--- config.mk ---
export PLATFORM = sky130hd
export DESIGN_NAME = frame_draw_sequencer
export DESIGN_NICKNAME = d
export VERILOG_FILES = /design/src/rtl/veggie_pkg.sv /design/src/rtl/cmd_fifo.sv /design/src/rtl/frame_draw_sequencer.sv
export SDC_FILE = /design/constraint.sdc
export NUM_CORES = 1
export LEC_CHECK = 0
export CORE_ASPECT_RATIO = 0.6
export CORE_MARGIN = 3
export CORE_UTILIZATION = 66
export DETAILED_ROUTE_END_ITERATION = 7
export MAX_ROUTING_LAYER = met4
export PLACE_DENSITY = 0.81
export SETUP_SLACK_MARGIN = 0.5
export SYNTH_ARGS = -nofsm -noshare
export SYNTH_HDL_FRONTEND = slang
export SYNTH_SLANG_ARGS = --single-unit
--- constraint.sdc ---
create_clock -name Clk -period 11.36 [get_ports Clk]
set_input_delay 2.272 -clock Clk [delete_from_list [all_inputs] [get_ports Clk]]
set_output_delay 2.272 -clock Clk [all_outputs]
set_load 0.03 [all_outputs]
--- src/rtl/veggie_pkg.sv ---
// Shared constants and types for the frame draw sequencer: default raster size,
// frame buffer address width, FSM state encoding and the rectangle command record.
package veggie_pkg;

    localparam int unsigned H_RES     = 640;
    localparam int unsigned V_RES     = 480;
    localparam int unsigned FB_ADDR_W = 19;

    typedef enum logic [2:0] {
        StIdle,
        StClear,
        StFetch,
        StDraw,
        StDone
    } state_e;

    typedef struct packed {
        logic [9:0] x;
        logic [9:0] y;
        logic [9:0] w;
        logic [9:0] h;
        logic [7:0] color;
    } rect_cmd_t;

endpackage

--- src/rtl/cmd_fifo.sv ---
// Show-ahead rectangle command FIFO: the head entry is visible on pop_data_o
// whenever empty_o is low. Depth must be a power of two.
module cmd_fifo
    import veggie_pkg::*;
#(
    parameter int unsigned Depth = 8
) (
    input  logic      clk_i,
    input  logic      reset_i,
    input  logic      push_i,
    input  rect_cmd_t push_data_i,
    input  logic      pop_i,
    output rect_cmd_t pop_data_o,
    output logic      full_o,
    output logic      empty_o
);

    localparam int unsigned PtrW = $clog2(Depth);

    // Extra MSB on each pointer distinguishes full from empty.
    logic [PtrW:0] wr_ptr_q, rd_ptr_q;
    rect_cmd_t     mem_q [Depth];
    logic          push_ok, pop_ok;

    assign empty_o = (wr_ptr_q == rd_ptr_q);
    assign full_o  = (wr_ptr_q[PtrW] != rd_ptr_q[PtrW]) &&
                     (wr_ptr_q[PtrW-1:0] == rd_ptr_q[PtrW-1:0]);
    assign push_ok = push_i && !full_o;
    assign pop_ok  = pop_i && !empty_o;
    assign pop_data_o = mem_q[rd_ptr_q[PtrW-1:0]];

    always_ff @(posedge clk_i) begin
        if (reset_i) begin
            wr_ptr_q <= '0;
            rd_ptr_q <= '0;
        end else begin
            if (push_ok) wr_ptr_q <= wr_ptr_q + {{PtrW{1'b0}}, 1'b1};
            if (pop_ok)  rd_ptr_q <= rd_ptr_q + {{PtrW{1'b0}}, 1'b1};
        end
    end

    always_ff @(posedge clk_i) begin
        if (push_ok) mem_q[wr_ptr_q[PtrW-1:0]] <= push_data_i;
    end

endmodule

--- src/rtl/frame_draw_sequencer.sv ---
// Clears the frame buffer to a background colour, then rasterises queued
// rectangles (clipped to the screen) in FIFO order through a registered write port.
module frame_draw_sequencer #(
    parameter int unsigned H_RES      = veggie_pkg::H_RES,
    parameter int unsigned V_RES      = veggie_pkg::V_RES,
    parameter int unsigned FIFO_DEPTH = 8
) (
    input  logic        Clk,
    input  logic        Reset,
    input  logic        start,
    input  logic [7:0]  bg_color,
    input  logic        cmd_valid,
    output logic        cmd_ready,
    input  logic [9:0]  cmd_x,
    input  logic [9:0]  cmd_y,
    input  logic [9:0]  cmd_w,
    input  logic [9:0]  cmd_h,
    input  logic [7:0]  cmd_color,
    output logic [18:0] wr_addr,
    output logic [7:0]  wr_data,
    output logic        wr_en,
    output logic        busy,
    output logic        done
);

    import veggie_pkg::*;

    localparam logic [10:0]          HLim     = 11'(H_RES);
    localparam logic [10:0]          VLim     = 11'(V_RES);
    localparam logic [9:0]           HLast    = 10'(H_RES - 1);
    localparam logic [9:0]           VLast    = 10'(V_RES - 1);
    localparam logic [FB_ADDR_W-1:0] LastAddr = FB_ADDR_W'(H_RES * V_RES - 1);

    state_e               state_q;
    logic [FB_ADDR_W-1:0] clr_addr_q, wr_addr_q;
    logic [9:0]           cur_x_q, cur_y_q, x_first_q, x_last_q, y_last_q;
    logic [7:0]           wr_data_q;
    logic                 wr_en_q, done_q;

    rect_cmd_t cmd_in, head;
    logic      fifo_full, fifo_empty, fifo_pop;

    assign cmd_in   = '{x: cmd_x, y: cmd_y, w: cmd_w, h: cmd_h, color: cmd_color};
    assign fifo_pop = (state_q == StFetch) && !fifo_empty;

    cmd_fifo #(
        .Depth (FIFO_DEPTH)
    ) u_cmd_fifo (
        .clk_i       (Clk),
        .reset_i     (Reset),
        .push_i      (cmd_valid),
        .push_data_i (cmd_in),
        .pop_i       (fifo_pop),
        .pop_data_o  (head),
        .full_o      (fifo_full),
        .empty_o     (fifo_empty)
    );

    function automatic logic [FB_ADDR_W-1:0] pix_addr(input logic [9:0] x, input logic [9:0] y);
        logic [FB_ADDR_W-1:0] xw, yw;
        xw = FB_ADDR_W'(x);
        yw = FB_ADDR_W'(y);
        if (H_RES == 640) return (yw << 9) + (yw << 7) + xw;
        return yw * FB_ADDR_W'(H_RES) + xw;
    endfunction

    // 11-bit sums keep x+w / y+h from wrapping before the clip compare.
    logic [10:0] x_sum, y_sum;
    logic [9:0]  x_last, y_last, nxt_x, nxt_y;
    logic        cmd_drop, last_pix;

    always_comb begin
        x_sum    = {1'b0, head.x} + {1'b0, head.w};
        y_sum    = {1'b0, head.y} + {1'b0, head.h};
        x_last   = (x_sum > HLim) ? HLast : x_sum[9:0] - 10'd1;
        y_last   = (y_sum > VLim) ? VLast : y_sum[9:0] - 10'd1;
        cmd_drop = ({1'b0, head.x} >= HLim) || ({1'b0, head.y} >= VLim) ||
                   (head.w == '0) || (head.h == '0);
        last_pix = (cur_x_q == x_last_q) && (cur_y_q == y_last_q);
        nxt_x    = cur_x_q + 10'd1;
        nxt_y    = cur_y_q;
        if (cur_x_q == x_last_q) begin
            nxt_x = x_first_q;
            nxt_y = cur_y_q + 10'd1;
        end
    end

    // Write registers always hold the pixel being presented this cycle, so
    // wr_en is high exactly while the state is CLEAR or DRAW.
    always_ff @(posedge Clk) begin
        if (Reset) begin
            state_q    <= StIdle;
            clr_addr_q <= '0;
            cur_x_q    <= '0;
            cur_y_q    <= '0;
            x_first_q  <= '0;
            x_last_q   <= '0;
            y_last_q   <= '0;
            wr_addr_q  <= '0;
            wr_data_q  <= '0;
            wr_en_q    <= 1'b0;
            done_q     <= 1'b0;
        end else begin
            done_q <= 1'b0;
            case (state_q)
                StIdle: begin
                    wr_en_q <= 1'b0;
                    if (start) begin
                        clr_addr_q <= '0;
                        wr_addr_q  <= '0;
                        wr_data_q  <= bg_color;
                        wr_en_q    <= 1'b1;
                        state_q    <= StClear;
                    end
                end
                StClear: begin
                    if (clr_addr_q == LastAddr) begin
                        wr_en_q <= 1'b0;
                        state_q <= StFetch;
                    end else begin
                        clr_addr_q <= clr_addr_q + FB_ADDR_W'(1);
                        wr_addr_q  <= clr_addr_q + FB_ADDR_W'(1);
                    end
                end
                StFetch: begin
                    if (fifo_empty) begin
                        done_q  <= 1'b1;
                        state_q <= StDone;
                    end else if (!cmd_drop) begin
                        cur_x_q   <= head.x;
                        cur_y_q   <= head.y;
                        x_first_q <= head.x;
                        x_last_q  <= x_last;
                        y_last_q  <= y_last;
                        wr_addr_q <= pix_addr(head.x, head.y);
                        wr_data_q <= head.color;
                        wr_en_q   <= 1'b1;
                        state_q   <= StDraw;
                    end
                end
                StDraw: begin
                    if (last_pix) begin
                        wr_en_q <= 1'b0;
                        state_q <= StFetch;
                    end else begin
                        cur_x_q   <= nxt_x;
                        cur_y_q   <= nxt_y;
                        wr_addr_q <= pix_addr(nxt_x, nxt_y);
                    end
                end
                StDone:  state_q <= StIdle;
                default: state_q <= StIdle;
            endcase
        end
    end

    assign cmd_ready = !fifo_full;
    assign busy      = (state_q != StIdle);
    assign done      = done_q;
    assign wr_addr   = wr_addr_q;
    assign wr_data   = wr_data_q;
    assign wr_en     = wr_en_q;

endmodule
==> impl_metrics.csv, run 1 <==
group,metric,value,unit
pwr,power.leakage,8.37,nW
finish,fin_nets,1865,
floorplan,row_count,52,
grt,antenna_found_initial,3,
cts,htree_levels,2,
setup_path,crit_path_start_kind,"flip-flop",
logic_synthesis,synthArstFlopShare,0,%
logic_synthesis,synth_edf_count,384,
outcome,status,"finished, final reports clean",
grt,gr-total-overflow,0,
drt,drt_iter0_markers,1894,
drt,vias,15000,
sta,layout_min_cycle_time,5.64,ns
logic_synthesis,synth.net_count,1794,
floorplan,chipHeight,150,um
cts,post_cts_resized,0,
pwr,p_per_area,149,nW/um2
sta,hold_violations,0,
setup_path,critPathKind,"reg2reg",
cts,cts-root-buf,"clkbuf_16",
sta,fmax,0.177,GHz
placement,gp_congestion,0.909,
setup_path,critPathRequiredTime,11.85,ns
pwr,switchingPower,0.887,mW
placement,dp_hpwl,37700,um
floorplan,io_pins,91,
job,cap_violations,0,
sta,maxSlewViolCount,0,
worst_hold_path,hp-class,"reg2reg",
finish,syn_to_final_growth,11.8,%
pwr,combPwrFrac,9.3,%
sta,fin_crit_sh,49.7,%
drt,post_drt_wl_per_cell,26.0,um
finish,final_common_cell,"edfxtp_1",
drt,postRouteAntennaNets,0,
cts,clk_latency,0.58,ns
cts,path_clk_slew,0.07,ns
logic_synthesis,syn_area,22900,um2
setup_path,end_kind,"flip-flop",
floorplan,core,34000,um2
floorplan,die_area,37100,um2
sta,skew,0.0408,ns
grt,grt_pass1_vias,14700,
logic_synthesis,syn_inst,1661,
sta,finalSetupTns,0,ns
grt,grt_usage,32.8,%
drt,firstDrtPassIters,5,
grt,grt_first_pass_wirelength,88100,um
cts,postCtsHoldBufs,0,
pwr,vdd_drop_max,0.000151,V
logic_synthesis,syn_avg_cell_area,13.8,um2
drt,routed_via_density,6.76,
finish,drive_gt1_share,12.7,%
cts,post_cts_buffers,0,
grt,grt_max_degree,90,
sta,setup_viol,0,
cts,cts_buffers,44,
logic_synthesis,synth_warnings,0,
cts,clockBufferDepth,3,
setup_path,cp_max_fo,51,
logic_synthesis,dominantRegCellSynth,"edfxtp_1",
finish,layout_common_cells,"edfxtp_1, nor2_1, dfxtp_1, a21oi_1, nand2_1",
pwr,share_clk_of_total_power,38.2,%
finish,final.fill_count,2094,
pwr,internal-power,2.94,mW
floorplan,initial_core_util,67.5,%
logic_synthesis,yosysSeqAreaShare,60.0,%
floorplan,die_width,247,um
cts,cts_tree,"built",
pwr,swShare,23.2,%
sta,worst_pin_slew,1.41,ns
setup_path,cp.arrival,6.13,ns
logic_synthesis,synth_cell_types,70,
cts,cts_sinks,496,
placement,port_buffers,90,
pwr,seq_power_share,52.5,%
drt,drc_errors,0,
drt,drt_wl_total,57900,um
sta,slew_headroom,5.00,%
pwr,power,3.83,mW
logic_synthesis,ys_seq_elements,496,
sta,rsz0062_at_grt,"false",
## final cells by class
type                       count  area [um2]  area share [%]
clock buffer                  60        1200            4.68
clock inverter                18         185           0.722
multi-input combinational   1056        8760            34.1
timing repair buffer         111        1060            4.12
tap                          459         574            2.24
sequential                   496       13800            53.7
antenna                        4        10.0          0.0390
inverter                      23        86.3           0.337
## worst max-delay path, cell delays in order, from the launching register on
cell and delay, ns:
dfxtp_4 0.55, buf_4 0.68, buf_4 0.62, mux4_2 0.59
mux2_2 0.29, ha_1 0.34, o21a_1 0.25, a21o_1 0.20
a211o_1 0.32, a211oi_1 0.39, nand4_1 0.16, a21o_1 0.23
a2111oi_4 0.61, a32o_1 0.26
## path summary, 6_finish.rpt
check	slack (ns)	end	startpoint	cells after the start
max	5.72	x_last_q[8]	flip-flop	13
max reg2reg	5.72	x_last_q[8]	flip-flop	13
min	0.45	wr_addr[12]	wr_addr[12]	2
min reg2reg	0.45	wr_addr[12]	wr_addr[12]	2
## power groups by stage
| stage | combinational [mW] | sequential (mW) | clock (mW) |
|---|---|---|---|
| floorplan | 0.222 | 2.05 | 0 |
| global placement | 0.340 | 2.05 | 0 |
| detailed placement | 0.348 | 2.05 | 0 |
| CTS | 0.352 | 2.01 | 1.47 |
| global route | 0.386 | 2.01 | 1.54 |
| finish | 0.356 | 2.01 | 1.46 |
## logic make-up (layout without fill, tap and decap cells)
logic type                 count (synthesis)  after routing  synth area share (%)
buffers and inverters                    109            212                  2.08
adders and majority gates                 73             73                  4.18
xor gates and xnor gates                 100            100                  3.82
other                                      0              4                     0
AOI/OAI and AO/OA                        289            289                  8.40
DFF                                      496            496                  60.0
and+or+nand+nor                          441            441                  9.13
muxes                                    153            153                  12.4
## synthesized netlist by cell type, types with 14 or more instances
master,count,area share (%)
nor2_1,156,2.6
clkbuf_1,59,0.97
a211oi_1,36,1.2
o21ai_0,39,0.85
mux4_2,81,8.0
mux2i_1,24,1.0
nor4_1,22,0.60
buf_2,14,0.31
nand2_1,94,1.5
xor2_1,46,1.8
inv_1,23,0.38
a22oi_1,14,0.46
nand3_1,33,0.72
nor3_1,45,0.98
edfxtp_1,384,50
dfxtp_1,112,9.8
mux4_1,15,1.7
xnor2_1,54,2.1
a21oi_1,95,2.1
ha_1,67,3.7
mux2_2,32,1.6
## layer usage
metal / part of all wire, % / vias up / global-route usage, %
li1: - / 6582 / -
met1: 41 / 7461 / 47.9
met2: 45 / 906 / 47.1
met3: 11 / 100 / 7.78
met4: 2.4 / 0 / 9.00
met5: 0 / - / -
## through the flow
step           setup slack, ns  util (%)  hold slack [ns]  area, um2  std cells
2_1_floorplan             4.86         -            0.456      22900       1661
3_3_place_gp              6.04      71.4            0.441      24300       2145
3_5_place_dp              5.87      71.4            0.444      24300       2145
4_1_cts                   5.78      75.5            0.452      25600       2223
5_1_grt                   5.40      75.5            0.473      25700       2226
6_report                  5.72      75.5            0.449      25700       2227
## flip-flops by register name, indices dropped and copies added (netlist names), 3 cells and up, named ones only
name                 count
clr_addr_q              19
cur_x_q                 10
cur_y_q                 10
state_q                  3
u_cmd_fifo.mem_q       384
u_cmd_fifo.rd_ptr_q      4
u_cmd_fifo.wr_ptr_q      4
wr_addr                 19
wr_data                  8
x_first_q               10
x_last_q                10
y_last_q                10
Power figures use the tool's default switching activity.
==> run 2, diff against run 1 <==
--- a/config.mk
+++ b/config.mk
@@ -7,10 +7,10 @@
 export LEC_CHECK = 0
 export CORE_ASPECT_RATIO = 0.6
 export CORE_MARGIN = 3
-export CORE_UTILIZATION = 66
+export CORE_UTILIZATION = 55
 export DETAILED_ROUTE_END_ITERATION = 7
 export MAX_ROUTING_LAYER = met4
-export PLACE_DENSITY = 0.81
+export PLACE_DENSITY = 0.72
 export SETUP_SLACK_MARGIN = 0.5
 export SYNTH_ARGS = -nofsm -noshare
 export SYNTH_HDL_FRONTEND = slang
==> constraint.sdc (replaced) <==
create_clock -name Clk -period 4.6 [get_ports Clk]
set_input_delay 0.92 -clock Clk [delete_from_list [all_inputs] [get_ports Clk]]
set_output_delay 0.92 -clock Clk [all_outputs]
set_load 0.03 [all_outputs]
==> run 2 against run 1 <==
- global-route usage shrank 4.8 points
- clock power grew to 2.6 times the previous value
- power grew to 2.5 times the previous value
- via count grew 1.2%
- largest cell class unchanged
- highest routed layer unchanged
==> impl_metrics.csv, run 2 (synthesis results as in run 1) <==
group,metric,value,unit
sta,hold_violations,0,
drt,postRouteAntennaNets,0,
grt,grt_pass1_vias,14800,
floorplan,core,40800,um2
setup_path,critPathRequiredTime,5.12,ns
floorplan,row_count,57,
setup_path,crit_family,"simple AND/OR/NAND/NOR gates",
pwr,p_per_area,362,nW/um2
finish,layout_common_cells,"edfxtp_1, nor2_1, dfxtp_1, nand2_1, a21oi_1",
sta,maxSlewViolCount,0,
setup_path,cp_max_fo,19,
finish,largest_reg_flops,384,
sta,worst_pin_slew,1.13,ns
sta,layout_min_cycle_time,4.21,ns
floorplan,chipHeight,164,um
drt,post_drt_wl_per_cell,25.2,um
sta,fin_crit_sh,91.5,%
sta,fmax,0.237,GHz
placement,dp_hpwl,39700,um
finish,drive_gt1_share,19.0,%
setup_path,cp.arrival,4.73,ns
outcome,status,"finished, final reports clean",
sta,holdWs,0.456,ns
sta,skew,0.0154,ns
pwr,power.leakage,8.80,nW
sta,slew_headroom,24.3,%
placement,gp_congestion,0.967,
grt,antenna_found_initial,3,
setup_path,max_stage_delay,0.68,ns
finish,fin_nets,1923,
grt,gr-total-overflow,0,
pwr,share_clk_of_total_power,39.3,%
grt,grt_first_pass_wirelength,90500,um
setup_path,crit_buf_inv,4,
setup_path,critPathKind,"reg2reg",
finish,final.fill_count,2948,
worst_hold_path,min_from,"wr_addr[12]",
setup_path,crit_chain,"buf_12 > buf_16 > buf_4 > mux4_1 > or3_1 > a211oi_1 > a31oi_1 > nor3_2 > nor3_4 > buf_4 > nor2_1 > a22o_1",
drt,drc_errors,0,
sta,setup_viol,0,
cts,htree_levels,2,
pwr,swShare,24.2,%
pwr,seq_power_share,51.1,%
drt,firstDrtPassIters,5,
cts,clk_latency,0.58,ns
setup_path,crit_path_top_delay_cell,"mux4_1",
grt,grt_usage,28.0,%
worst_hold_path,hp-class,"reg2reg",
cts,clockBufferDepth,3,
pwr,internal-power,7.36,mW
setup_path,end_kind,"flip-flop",
floorplan,initial_core_util,56.2,%
finish,final_core_util,65.8,%
cts,cts_tree,"built",
pwr,combPwrFrac,9.6,%
sta,setup_slack,0.389,ns
cts,cts_sinks,496,
grt,grt_max_degree,75,
floorplan,die_width,270,um
drt,drt_iter0_markers,2052,
finish,final_common_cell,"edfxtp_1",
finish,syn_to_final_growth,17.0,%
cts,cts-root-buf,"clkbuf_16",
placement,port_buffers,90,
pwr,vdd_drop_max,0.000356,V
drt,drt_wl_total,60400,um
drt,routed_via_density,6.37,
job,cap_violations,0,
floorplan,die_area,44300,um2
floorplan,io_pins,91,
drt,vias,15200,
pwr,switchingPower,2.35,mW
setup_path,crit_path_start_kind,"flip-flop",
cts,cts_buffers,45,
setup_path,path_common_cell,"buf_4",
sta,rsz0062_at_grt,"true",
cts,postCtsHoldBufs,0,
placement,pre_cts_ws,0.160,ns
cts,path_clk_slew,0.07,ns
[run 2: cell count changes in the layout (fill, tap and decap cells not counted), sizes merged]
cell           change
clkinv             +3
clkinvlp           +4
clkbuf             -6
clkdlybuf4s15      +1
bufinv             +1
inv                +4
buf               +56
[run 2: repair_timing]
item | CTS | global route
gates cloned | 0 | 1
endpoints found under the setup margin | 24 | 25
setup buffers | 12 | 14
resized for setup | 6 | 60
pin swaps | 3 | 19
[run 2: path summary, 6_finish.rpt]
path / to / slack [ns] / depth (start not counted)
setup / recovery: y_last_q[9] / 0.39 / 12
setup reg to reg: y_last_q[9] / 0.39 / 12
hold reg to reg: wr_addr[12] / 0.46 / 2
hold / removal: wr_addr[12] / 0.46 / 2
[run 2: power by group through the flow]
stage	Sequential (mW)	Clock [mW]	Combinational, mW
after floorplan	5.06	0	0.558
after global placement	5.05	0	0.885
after detailed placement	5.06	0	0.903
after CTS	4.96	3.86	0.910
after global routing	4.96	4.05	1.01
final	4.96	3.82	0.936
[run 2: area by class of cell]
type	instances	area (um2)	area share, %
Tap cell	560	701	2.61
Multi-Input combinational cell	1056	9040	33.7
Clock buffer	54	1170	4.36
Timing Repair Buffer	168	1690	6.30
Sequential cell	496	13800	51.5
Antenna cell	4	10.0	0.0373
Clock inverter	30	320	1.19
Inverter	23	86.3	0.322
[run 2: per-stage QoR]
step	cells	area [um2]	setup TNS (ns)	power, mW
after floorplan	1661	23200	-70.55	5.62
after global placement	2276	24700	0	5.94
after detailed placement	2276	24700	0	5.96
after CTS	2372	26400	0	9.73
after global routing	2390	26800	0	10.0
final	2391	26800	0	9.71
[run 2: worst register-to-register path: stages (launching register included)]
cell      delay, ns
dfxtp_4        0.40
buf_12         0.11
buf_16         0.16
buf_4          0.36
mux4_1         0.68
or3_1          0.34
a211oi_1       0.30
a31oi_1        0.17
nor3_2         0.47
nor3_4         0.18
buf_4          0.25
nor2_1         0.48
a22o_1         0.24
[run 2: layer usage]
metal / vias to the layer above / routed length (um) / global-route usage (%)
li1: 6712 / - / -
met1: 7646 / 26500 / 40.7
met2: 780 / 25200 / 38.1
met3: 99 / 7010 / 8.21
met4: 0 / 1730 / 8.99
met5: - / 0 / -
